`src/rtl/ternary_rand_stream_gen.sv`:
```
// Seedable random stimulus source for self-test of the ternary matmul datapath.
// Streams either a D-element fixed-point vector or a DxD ternary matrix over a
// valid/ready interface, tagging every element with its row/column position.
// Ternary draws reject the illegal code 2'b10, so only -1, 0 and +1 appear.
module ternary_rand_stream_gen #(
   parameter int D = 4,
   parameter int FixedPointWidth = 16,
   parameter int LfsrWidth = 32,
   parameter logic [LfsrWidth-1:0] LfsrMask = 32'h80200003
) (
   input  logic                       clk_i,
   input  logic                       rst_i,
   input  logic                       start_i,
   input  logic                       mode_i,
   input  logic                       transpose_i,
   input  logic [LfsrWidth-1:0]       seed_i,
   output logic                       busy_o,
   output logic                       elem_valid_o,
   input  logic                       elem_ready_i,
   output logic [FixedPointWidth-1:0] elem_data_o,
   output logic [$clog2(D)-1:0]       elem_row_o,
   output logic [$clog2(D)-1:0]       elem_col_o,
   output logic                       last_o,
   output logic                       done_o
);

   localparam int IdxWidth = $clog2(D);
   localparam logic [IdxWidth-1:0] LastIdx = IdxWidth'(D - 1);

   typedef enum logic [1:0] {
      IDLE,
      GEN,
      HOLD,
      DONE
   } state_t;

   state_t                 state;
   logic [LfsrWidth-1:0]   lfsr;
   logic                   mode;
   logic                   transpose;
   logic [IdxWidth-1:0]    inner;
   logic [IdxWidth-1:0]    outer;

   logic [LfsrWidth-1:0]       nxt;
   logic                       cand_ok;
   logic [FixedPointWidth-1:0] cand_data;
   logic [IdxWidth-1:0]        adv_inner;
   logic [IdxWidth-1:0]        adv_outer;
   logic [IdxWidth-1:0]        use_inner;
   logic [IdxWidth-1:0]        use_outer;
   logic [IdxWidth-1:0]        cand_row;
   logic [IdxWidth-1:0]        cand_col;
   logic                       cand_last;

   // Next Galois LFSR state; this is also the candidate value of any draw.
   always_comb begin
      nxt = (lfsr >> 1) ^ (lfsr[0] ? LfsrMask : '0);
   end

   // Turn the candidate into an element value, rejecting the -2 ternary code.
   always_comb begin
      cand_ok   = 1'b1;
      cand_data = '0;
      if (!mode) begin
         cand_data = nxt[FixedPointWidth-1:0];
      end else begin
         case (nxt[1:0])
            2'b01:   cand_data = FixedPointWidth'(1);
            2'b11:   cand_data = '1;
            2'b10:   cand_ok   = 1'b0;
            default: cand_data = '0;
         endcase
      end
   end

   // A draw in HOLD belongs to the element after the one just handed over, so
   // it is tagged with the advanced counters; a draw in GEN uses them as they are.
   always_comb begin
      adv_inner = inner + 1'b1;
      adv_outer = outer;
      if (mode && inner == LastIdx) begin
         adv_inner = '0;
         adv_outer = outer + 1'b1;
      end
      use_inner = inner;
      use_outer = outer;
      if (state == HOLD) begin
         use_inner = adv_inner;
         use_outer = adv_outer;
      end
   end

   // Map counters onto row/column and flag the final element of the run.
   always_comb begin
      cand_row  = use_inner;
      cand_col  = '0;
      cand_last = (use_inner == LastIdx);
      if (mode) begin
         cand_last = (use_outer == LastIdx) && (use_inner == LastIdx);
         if (transpose) begin
            cand_row = use_inner;
            cand_col = use_outer;
         end else begin
            cand_row = use_outer;
            cand_col = use_inner;
         end
      end
   end

   // Run control: seeding, drawing, holding under backpressure, done pulse.
   always_ff @(posedge clk_i) begin
      if (rst_i) begin
         state        <= IDLE;
         lfsr         <= LfsrWidth'(1);
         mode         <= 1'b0;
         transpose    <= 1'b0;
         inner        <= '0;
         outer        <= '0;
         busy_o       <= 1'b0;
         elem_valid_o <= 1'b0;
         elem_data_o  <= '0;
         elem_row_o   <= '0;
         elem_col_o   <= '0;
         last_o       <= 1'b0;
         done_o       <= 1'b0;
      end else begin
         done_o <= 1'b0;
         case (state)
            IDLE: begin
               if (start_i) begin
                  lfsr      <= (seed_i == '0) ? LfsrWidth'(1) : seed_i;
                  mode      <= mode_i;
                  transpose <= transpose_i;
                  inner     <= '0;
                  outer     <= '0;
                  busy_o    <= 1'b1;
                  state     <= GEN;
               end
            end
            GEN: begin
               lfsr <= nxt;
               if (cand_ok) begin
                  elem_data_o  <= cand_data;
                  elem_row_o   <= cand_row;
                  elem_col_o   <= cand_col;
                  last_o       <= cand_last;
                  elem_valid_o <= 1'b1;
                  state        <= HOLD;
               end
            end
            HOLD: begin
               if (elem_ready_i) begin
                  if (last_o) begin
                     elem_valid_o <= 1'b0;
                     last_o       <= 1'b0;
                     done_o       <= 1'b1;
                     state        <= DONE;
                  end else begin
                     lfsr  <= nxt;
                     inner <= adv_inner;
                     outer <= adv_outer;
                     if (cand_ok) begin
                        elem_data_o <= cand_data;
                        elem_row_o  <= cand_row;
                        elem_col_o  <= cand_col;
                        last_o      <= cand_last;
                     end else begin
                        elem_valid_o <= 1'b0;
                        state        <= GEN;
                     end
                  end
               end
            end
            DONE: begin
               busy_o <= 1'b0;
               state  <= IDLE;
            end
            default: state <= IDLE;
         endcase
      end
   end

endmodule

```
`config.mk`:
```
export PLATFORM = sky130hd
export DESIGN_NAME = ternary_rand_stream_gen
export DESIGN_NICKNAME = d
export VERILOG_FILES = /design/src/rtl/ternary_rand_stream_gen.sv
export SDC_FILE = /design/constraint.sdc
export NUM_CORES = 1
export LEC_CHECK = 0
export CORE_AREA = 2 2 83 85
export DETAILED_ROUTE_END_ITERATION = 7
export DIE_AREA = 0 0 85 87
export PLACE_DENSITY = 0.78
export SYNTH_ARGS = -nofsm -noshare
export SYNTH_HDL_FRONTEND = slang
export SYNTH_SLANG_ARGS = --single-unit
```
`constraint.sdc`:
```
create_clock -name clk_i -period 2 [get_ports clk_i]
set_input_delay 0.4 -clock clk_i [delete_from_list [all_inputs] [get_ports clk_i]]
set_output_delay 0.4 -clock clk_i [all_outputs]
set_load 0.02 [all_outputs]
```
# Word-level counts from Yosys, hierarchy flattened
# Index checks and enable logic that the tools add are counted.
[op_classes] div=0 n_bitwise=3 n_lt_le_gt_ge=0 mux=57 shift=0 mul=0 eq_ne=14 reduce_logical=17 addsub=2
[op_table] operator="$mux W32" n=5
[op_table] operator="$pmux W32 S3" n=1
[op_table] operator="$mux W16" n=4
[op_table] operator="$pmux W16 S2" n=2
[op_table] operator="$mux W2" n=24
[op_table] operator="$logic_not A32 Y1" n=1
[op_table] operator="$xor A31 B32 Y32" n=1
[op_table] operator="$pmux W2 S2" n=4
[op_table] operator="$reduce_and A4 Y1" n=4
[op_table] operator="$eq A2 B2 Y1 const B" n=7
[op_table] operator="$mux W1" n=13
[op_table] operator="$ne A2 B2 Y1 const B" n=4
[op_table] operator="$pmux W2 S4" n=1
[op_table] operator="$pmux W1 S2" n=3
[op_table] operator="$reduce_and A3 Y1" n=2
[op_table] operator="$reduce_bool A2 Y1" n=3
[op_table] operator="$add A2 B1 Y2 const B" n=2
[op_table] operator="$eq A2 B1 Y1 const B" n=2
[op_table] operator="$reduce_and A2 Y1" n=2
[op_table] operator="$ne A3 B3 Y1 const B" n=1
[op_table] operator="$reduce_bool A3 Y1" n=1
[op_table] operator="$reduce_or A3 Y1" n=1
[op_table] operator="$logic_and A1 B1 Y1" n=2
[op_table] operator="$logic_not A2 Y1" n=1
[op_table] operator="$not A1 Y1" n=2
[word_totals] mem_bits_rw=0 ff_bits=64 memories=0 wordCells=106 output_inout_bits=24 in_bits=38 mem_bits_ro=0 latch_bits=0

# Logic depth before layout (Yosys ltp)
[logic_depth] word_depth=11 depth_mapped=8 depth_no_buf=6

# Worst setup path before layout
# No wires, ideal clock.
[synth_timing] path_kind="reg-to-reg" start="reg state[0]" end="reg lfsr[12]" stages_incl_launch_ff=8 synth_period_minus_slack_ps=1805 setup_ps=140 setup_slack_ps=195 arrival_time_ps=1664 required_time_ps=1860 n_path_buf=2 cell_sequence="dfxtp_1 -> inv_1 -> ha_1 -> nor2b_1 -> buf_2 -> a211oi_4 -> buf_2 -> a211oi_2"
[synth_between] elab_chain_cells=3 word_cells_on_any_way=9 classes_between="5 x eq/ne; 1 x mux; 3 x reduce/logical"
[synth_lines] element="start: declaration" line_no="37" text="state_t state;"
[synth_lines] element="start signal: assignment" line_no="113" text="state <= IDLE;"
[synth_lines] element="start signal: assignment" line_no="137" text="state <= GEN;"
[synth_lines] element="start signal: assignment" line_no="148" text="state <= HOLD;"
[synth_lines] element="$eq A2 B2 Y1, or another cell as far along" line_no="128" text="case (state)"
[synth_lines] element="$ne A2 B2 Y1 (no source line) or $reduce_bool A3 Y1 (tied branches)"
[synth_lines] element="$reduce_and A4 Y1 (no source line)"
[synth_lines] element="end signal: assignment" line_no="131" text="lfsr <= (seed_i == '0) ? LfsrWidth'(1) : seed_i;"
[synth_lines] element="end signal: assignment" line_no="141" text="lfsr <= nxt;"
[synth_lines] element="end signal: assignment" line_no="159" text="lfsr <= nxt;"
[synth_lines] element="end: declaration" line_no="38" text="logic [LfsrWidth-1:0] lfsr;"
# Several ways; a longest one is shown, not always the timed one.
# A chain may end at the register's enable or synchronous reset.

# Worst setup path in the final report
[layout_timing] start="reg state[0]" end="reg lfsr[7]"
# Same word-level chain as after synthesis.

==> impl_metrics.tcl <==
set metrics [dict create \
    endpoint "lfsr[7]" \
    h-tree-depth 3 \
    ant_nets 0 \
    drive_above_1_share 0.147 \
    ys_ff_latch 64 \
    antenna_found_initial 0 \
    overflow 0 \
    setup_viol 0 \
    dieArea_um2 7400 \
    die_h_um 87 \
    gp_congestion 0.868 \
    end_kind "flop" \
    cts_tree "done" \
    netlist_area_um2 3260 \
    root_buffer "clkbuf_8" \
    final.period_utilization 0.956 \
    io_pins 62 \
    internal-power_w 0.00360 \
    fin_crit_ps 1910 \
    r2r_setup_slack_ps 90 \
    portBuffers 61 \
    worst_hold_slack_ps 450 \
    fmax_mhz 523 \
    clkPwrFrac 0.165 \
    ys_types 49 \
    mostFrequentLayoutCells "dfxtp_1 (63), clkdlybuf4s50_1 (60), nor2_1 (49), nand2_1 (33), mux2i_1 (29)" \
    crit_arrival_ps 2180 \
    clkLatencyLatePin_ps 340 \
    vias 2916 \
    finalSetupTns_ps 0 \
    powerDensity_nw_per_um2 1410 \
    start_kind "flop" \
    cts.path.max_buffers 2 \
    wirelength_mm 7.95 \
    drc_errors 0 \
    netSwitchingFraction 0.398 \
    reg2reg_depth 9 \
    crit_type "flop to flop" \
    grt_usage 0.211 \
    initial_utilization 0.496 \
    grt_pass1_vias 2706 \
    hold_viol_final 0 \
    syn_avg_cell_area_um2 9.08 \
    worstHoldStart "elem_data_o[15]" \
    hold_buffers 0 \
    final_common_cell "dfxtp_1" \
    grt_max_degree 44 \
    clock-sinks 64 \
    worst_pin_slew_ps 575 \
    slew-limit-headroom 0.617 \
    ys_warn_count 0 \
    p_comb_frac 0.498 \
    grt_pass1_wl_mm 12.6 \
    maxCapViolations 0 \
    wl_per_cell_um 15.6 \
    startpoint "state[0]" \
    ys.flop_type "dfxtp_1" \
    drt_first_pass_iters 4 \
    seq_area_frac_synth 0.393 \
    synth_cells 359 \
    total_leakage_power_nw 1.56 \
    core-area_um2 6570 \
    grt_setup_unrepaired "yes" \
    rows 30 \
    finalPower_w 0.00599 \
    irDropWorstVdd_mv 0.875 \
    slew_violations 0 \
    run_status "completed" \
    syn2layout_area_growth_pct 30.3 \
    synthesis.nets 403 \
    cts_buffers 9 \
    nNetsFinal 467 \
    min_path_type "flop to flop" \
    finClkSkew_ps 10.0 \
    via_per_inst 5.74 \
    r2r_start "state[0]" \
    r2r_end "lfsr[7]" \
    dp_hpwl_mm 5.48 \
    switchingPower_w 0.00238 \
    synth_edf_count 0 \
    async_reset_ff_frac 0 \
    nFillCells 540 \
    required_ps 2270 \
    drt_iter0_markers 171 \
    power_frac_seq 0.337 \
    path_max_fanout 11 \
    antenna_cells 0 \
    die_w_um 85 \
    clkTransAtPathRegs_ps 80 \
]
[cells in the mapped netlist (5+ instances only)]
cell | count | area (um^2)
a211oi_2 | 21 | 263
nand3_1 | 6 | 30.0
nor4_1 | 8 | 50.1
nand4_1 | 5 | 31.3
buf_2 | 10 | 50.1
o21ai_0 | 5 | 25.0
dfxtp_1 | 64 | 1280
a21oi_1 | 18 | 90.1
nand2_1 | 33 | 124
ha_1 | 6 | 75.1
a211oi_1 | 24 | 180
clkbuf_1 | 10 | 37.5
xnor2_1 | 5 | 43.8
o211ai_1 | 8 | 60.1
inv_1 | 7 | 26.3
a211o_1 | 5 | 43.8
mux2i_1 | 29 | 290
buf_4 | 5 | 37.5
nor2_1 | 49 | 184
[metrics by stage]
| stage | setup WS [ps] | instances | util | instance area (um^2) |
|---|---|---|---|---|
| after floorplan | 195 | 359 | - | 3260 |
| after global placement | -39.4 | 488 | 0.607 | 3990 |
| after CTS | 34.8 | 504 | 0.634 | 4170 |
| final | 88.7 | 508 | 0.646 | 4240 |
| after global routing | -13.4 | 508 | 0.646 | 4240 |
| after detailed placement | -106 | 488 | 0.607 | 3990 |
[worst max-delay path, stage by stage (launching register included)]
cell       delay, ps
dfxtp_2          360
inv_1            100
ha_1             210
nor2b_1          140
buf_4            160
a211oi_4         280
buf_6            180
clkbuf_16        170
nor2_1            60
a211oi_2         170
[repair_timing]
action	4_1_cts	5_1_grt
pin swaps	0	1
gates cloned	0	3
resized for setup	1	4
setup buffers	0	1
setup endpoints to repair	1	41
[cell type report]
| cell class | instances | area (um^2) | share of cell area |
|---|---|---|---|
| Tap cell | 80 | 100 | 0.0236 |
| Clock buffer | 11 | 141 | 0.0333 |
| Multi-Input combinational cell | 260 | 1810 | 0.426 |
| Timing Repair Buffer | 81 | 852 | 0.201 |
| Clock inverter | 5 | 32.5 | 0.00767 |
| Sequential cell | 64 | 1280 | 0.302 |
| Inverter | 7 | 26.3 | 0.00619 |
[per-layer routing]
metal	share of wire	GRT usage	vias up
li1	-	-	1455
met1	0.46	0.273	1380
met2	0.48	0.344	68
met3	0.038	0.0379	13
met4	0.019	0.0938	0
met5	0	0	-
[logic make-up after synthesis]
kind of cell	Yosys count	share of synthesized area
AOI/OAI and AO/OA	100	0.258
xor gates and xnor gates	6	0.0161
adders and majority gates	6	0.0230
buffers and inverters	35	0.0522
DFF	64	0.393
muxes	29	0.0891
and+or+nand+nor	119	0.169
[power by group through the flow]
stage | registers (W) | clock network, W | logic (W)
after floorplan | 0.00211 | 0 | 0.00187
after global placement | 0.00201 | 0 | 0.00273
final | 0.00202 | 0.000985 | 0.00298
after global routing | 0.00208 | 0.00106 | 0.00324
after detailed placement | 0.00204 | 0 | 0.00281
after CTS | 0.00201 | 0.000998 | 0.00282
[state kept, by name, indices dropped and copies added (netlist names)]
name          cells
busy_o            1
done_o            1
elem_col_o        2
elem_data_o      16
elem_row_o        2
elem_valid_o      1
inner             2
last_o            1
lfsr             32
mode              1
outer             2
state             2
transpose         1
[worst min-delay path by stage]
stage / to / slack, ps / cells past startpoint
3_3_place_gp: elem_col_o[1] / 440 / 2
6_report: elem_data_o[15] / 450 / 2
4_1_cts: elem_data_o[15] / 450 / 2
2_1_floorplan: lfsr[21] / 430 / 2
5_1_grt: elem_data_o[15] / 470 / 2
3_5_place_dp: elem_data_o[15] / 440 / 2
Power figures use the tool's default switching activity.
